$ cat src/rtl/decoder_3x8_stream.sv
// decoder_3x8_stream: valid/ready 3-to-8 one-hot decoder with autonomous scan mode.
// Define DECODER_3X8_PARITY_EN to add even-parity checking of stream codes (in_par, err, err_cnt).
module decoder_3x8_stream #(
  parameter int DWELL_W = 8,
  parameter int WRAP_LAST = 7
) (
  input  logic               clk,
  input  logic               rst,
  input  logic               en,
  input  logic               in_valid,
  output logic               in_ready,
  input  logic [2:0]         in,
  output logic               out_valid,
  input  logic               out_ready,
  output logic [7:0]         out,
  input  logic               scan_mode,
  input  logic [DWELL_W-1:0] dwell,
  output logic               busy
`ifdef DECODER_3X8_PARITY_EN
  ,
  input  logic               in_par,
  output logic               err,
  output logic [7:0]         err_cnt
`endif
);
  typedef enum logic {STREAM, SCAN} state_t;
  state_t state;
  logic [2:0] scan_idx;
  logic [DWELL_W-1:0] dwell_cnt;
  logic slot_free, accept, par_ok, stream_load, scan_load;
  assign slot_free = !out_valid || out_ready;
  assign in_ready = en && slot_free && !scan_mode && state == STREAM;
  assign accept = in_valid && in_ready;
`ifdef DECODER_3X8_PARITY_EN
  assign par_ok = !(^{in, in_par});
`else
  assign par_ok = 1'b1;
`endif
  assign stream_load = accept && par_ok;
  // >= so a dwell shrunk below the running count fires on the next free slot
  assign scan_load = state == SCAN && en && scan_mode && slot_free && dwell_cnt >= dwell;
  assign busy = state == SCAN || out_valid;
  always_ff @(posedge clk or posedge rst)
    if (rst) begin
      out <= 8'h00;
      out_valid <= 1'b0;
      state <= STREAM;
      scan_idx <= 3'd0;
      dwell_cnt <= '0;
    end else begin
      out_valid <= stream_load || scan_load || (out_valid && !out_ready);
      if (stream_load || scan_load) out <= 8'd1 << (scan_load ? scan_idx : in);
      if (en) begin
        if (state == STREAM && scan_mode) begin
          state <= SCAN;
          scan_idx <= 3'd0;
          dwell_cnt <= '0;
        end else if (state == SCAN && !scan_mode) state <= STREAM;
        else if (scan_load) begin
          scan_idx <= (scan_idx == 3'(WRAP_LAST)) ? 3'd0 : scan_idx + 3'd1;
          dwell_cnt <= '0;
        end else if (state == SCAN && dwell_cnt < dwell) dwell_cnt <= dwell_cnt + 1'b1;
      end
    end
`ifdef DECODER_3X8_PARITY_EN
  always_ff @(posedge clk or posedge rst)
    if (rst) begin
      err <= 1'b0;
      err_cnt <= 8'h00;
    end else begin
      err <= accept && !par_ok;
      if (accept && !par_ok && err_cnt != 8'hFF) err_cnt <= err_cnt + 8'd1;
    end
`endif
endmodule

$ cat config.mk
export PLATFORM = sky130hd
export DESIGN_NAME = decoder_3x8_stream
export DESIGN_NICKNAME = d
export VERILOG_FILES = /design/src/rtl/decoder_3x8_stream.sv
export SDC_FILE = /design/constraint.sdc
export NUM_CORES = 1
export LEC_CHECK = 0
export BUFFER_PORTS_ARGS = -buffer_cell sky130_fd_sc_hd__buf_2
export CORE_UTILIZATION = 34
export CTS_BUF_LIST = sky130_fd_sc_hd__clkbuf_8 sky130_fd_sc_hd__clkbuf_16
export DETAILED_ROUTE_END_ITERATION = 12
export GPL_TIMING_DRIVEN = 0
export PLACE_DENSITY = 0.63
export SYNTH_ARGS = -nofsm -noshare
export SYNTH_HDL_FRONTEND = slang
export SYNTH_SLANG_ARGS = --single-unit
$ cat constraint.sdc
create_clock -name clk -period 4.7 [get_ports clk]
set_input_delay 0.94 -clock clk [delete_from_list [all_inputs] [get_ports clk]]
set_output_delay 0.94 -clock clk [all_outputs]
set_load 0.05 [all_outputs]
==> summary.md <==
| Metric | Value |
|---|---|
| Status | complete, no violations |
| Ys async rst share | 1.00 |
| Number of port buffers | 27 |
| Final Critical Period | 2.63 ns |
| CP most frequent cell | buf_2 |
| Setup crit end kind | output pin |
| Tot GR Track Use | 0.142 |
| Die X | 68.4 um |
| Cell-internal power | 0.452 mW |
| Final Hold Fails | 0 |
| Register area share after synthesis | 0.351 |
| Critical Path Max Stage Delay | 0.27 ns |
| Max Clk Rate | 381 MHz |
| GP Congestion | 0.856 |
| TritonCTS clock tree | yes |
| Clk_skew | 0.00366 ns |
| Final Max Tran Viols | 0 |
| Top sig layer | met4 |
| Final Worst Setup Slack | 2.07 ns |
| Delay-heaviest family, CP | simple AND/OR/NAND/NOR gates |
| Pre-antenna DRT Iters | 4 |
| Routed vias/inst | 5.28 |
| Post-synthesis register bit count | 21 |
| Max FO, Critical Path | 4 |
| DR iter-0 viols | 16 |
| CTS buffer count | 3 |
| DP HPWL | 2320 um |
| Syn Area/Cell | 9.25 um^2 |
| Max VDD drop | 226 uV |
| Max clock buf depth | 2 |
| Row count | 23 |
| Pre-CTS setup slack | 1.91 ns |
| Sequential share of power | 0.331 |
| Die H | 68.4 um |
| Post-Route Setup TNS | 0 ns |
| Pwr Density | 475 mW/mm^2 |
| CP bufs+invs | 2 |
| Part of the cycle the worst path needs | 0.559 |
| Layout area overhead | 16.3% |
| EDFF count, synth | 0 |
| Synthesized area | 0.00150 mm^2 |
| Synth top area share | 0.351 |
| Relative slew margins | 0.457 |
| Synth cell types | 51 |
| Critical Path AT | 1.69 ns |
| Max_cap viols | 0 |
| Wire length on met3 | 147 um |
| Initial antenna violation count | 0 |
| Worst EP required | 3.76 ns |
| Overflow after GRT | 0 |
| Clock-pin slew on the worst setup and hold paths | 0.08 ns |
| Post-DP Area | 0.00170 mm^2 |
| Largest net degree at the start of global routing | 22 |
| H-Tree Depth | 1 |
| Biggest area consumer among synthesized cells | dfrtp_1 |
| Antenna Violating Nets Remaining | 0 |
| Post-synthesis net count | 192 |
| Post-Layout Cell Count | 243 |
| Combinational power share | 0.523 |
| Diode count | 0 |
| Switching Power | 0.376 mW |
| DR WL/cell | 12.3 um |
| Final-report setup violation count | 0 |
| Hold/Removal Path Class | reg -> reg |
| Initial Utilization | 0.364 |
| Met2 wire length | 1310 um |
| Clk pwr share | 0.146 |
| Slew @ Worst Pin | 0.813 ns |
| Switching Share | 0.454 |
| Core Area | 0.00412 mm^2 |
| Postcts setup bufs | 0 |
| CP max stage cell | buf_2 |
| Layout cell share with drive strength beyond 1 | 0.249 |
| Clk_lat worst skew | 0.26 ns |
| Metal-1 WL | 1510 um |
| Yosys Warn Count | 0 |
| # IOs | 28 |
| Routed WL | 2990 um |
| Root Buffer | clkbuf_8 |
| First-pass GRT wire length | 4980 um |
| # hold bufs at CTS | 0 |
| Critical Path Start Type | input pin |
| Synth top area cells | dfrtp_1 (35%), ha_1 (11%), inv_1 (4.3%) |
| Pleak | 0.862 nW |
| WHS | 0.556 ns |
| DR vias | 1283 |
| DRC violations left | 0 |
| Critical path class | in -> out |
| Number of nets in the layout | 224 |
| Crit path cell chain | buf_2 -> nand2b_1 -> and4_1 -> buf_2 |
| Primary FF master, synth | dfrtp_1 |
| Die area | 0.00468 mm^2 |
| RSZ-0062 raised after global routing | no |
| Gate Count Post-Synth | 162 |
| Number of global-route vias before repair | 1138 |
| Inst Count DP | 239 |
| Cts repair resizes | 0 |
| CTS sink count | 21 |
| Final instance area | 0.00174 mm^2 |
## routing by layer
layer / up-vias / track usage
li1: 668 / -
met1: 584 / 0.173
met2: 29 / 0.244
met3: 2 / 0.0333
met4: 0 / 0.0417
met5: - / 0
## through the flow
stage | power (mW) | utilization
after floorplan | 0.617 | -
after global placement | 0.707 | 0.412
after detailed placement | 0.712 | 0.412
after CTS | 0.836 | 0.424
after global routing | 0.893 | 0.424
final | 0.828 | 0.424
## flip-flops by register name, indices dropped and copies added (netlist names)
name       cells
out_valid      1
dwell_cnt      8
out            8
scan_idx       3
state          1
## worst reg2reg max path, cell delays in order (launching register included)
cell and delay (ns):
dfrtp_1 0.44, ha_1 0.33, and2_1 0.18, a41o_1 0.16, nor4_2 0.07, nor2_1 0.46, o21ai_1 0.19, mux2_2 0.29
## cell type report
class                      instances  area [um^2]
clock inverter                     1         5.00
clock buffer                       3         41.3
tap                               50         62.6
sequential                        21          526
inverter                          17         63.8
timing repair buffer              27          135
multi-input combinational        118          878
fill                             416         2370
buffer                             6         31.3
## Yosys cell counts, types with 2 or more instances
library cell   n
a21oi_1       11
a311o_1        2
nand4_1        2
dfrtp_1       21
a22o_1         4
buf_1          2
inv_1         17
nand2b_1       2
nor3_1         2
a41o_1         2
nor3b_1        2
nor4b_1        3
ha_1          13
nor4_1         2
a31oi_1        2
nand4b_1       3
a41oi_1        2
a211oi_1       2
nand2_1        7
clkbuf_1       2
nand3_1        6
nor2b_1        2
a21o_1         2
o21ai_0        8
nor2_1         8
and3_1         3
and3_4         2
and4_1         2
o21ai_1        4
## layout by cell type, fill, tap and decap left out, drive strengths merged
cell type / instances
and3: 5
o21ai: 13
a31oi: 2
nand3b: 1
clkbuf: 5
buf: 31
nor4bb: 1
inv: 17
nor3: 2
nor4b: 3
a41oi: 2
o32ai: 1
nor4: 3
nor2b: 2
a41o: 2
a311o: 2
ha: 13
and4: 3
mux2: 1
nand4: 2
dfrtp: 21
a21oi: 13
o31ai: 1
and2: 1
a32o: 1
a211oi: 3
nand3: 6
a22o: 4
clkinv: 1
nand4b: 3
a31o: 1
or2: 3
nor2: 9
nand2: 7
nor3b: 3
a21o: 2
nand2b: 3
## kinds of logic after synthesis
kind of cell	after synthesis	synth area share
simple gates	57	0.249
flops	21	0.351
fa+ha+maj	13	0.109
compound gates	47	0.221
mux	1	0.00751
buf+inv	23	0.0634
## power groups by stage
stage	logic (mW)	clock network, mW	registers, mW
after floorplan	0.276	0	0.341
after global placement	0.430	0	0.278
after detailed placement	0.435	0	0.277
after CTS	0.437	0.125	0.274
after global routing	0.480	0.130	0.284
final	0.433	0.121	0.274
## worst paths after layout
path / slack (ns) / depth (start not counted) / start / end
setup / recovery: 2.07 / 4 / out_ready / in_ready
hold / removal: 0.56 / 2 / out[4] / out[4]
setup reg to reg: 2.48 / 7 / dwell_cnt[3] / dwell_cnt[0]
hold reg to reg: 0.56 / 2 / out[4] / out[4]
max in group asynchronous: 3.37 / 2 / rst / scan_idx[1]
min in group asynchronous: 0.82 / 2 / rst / dwell_cnt[2]
Power figures use the tool's default switching activity.
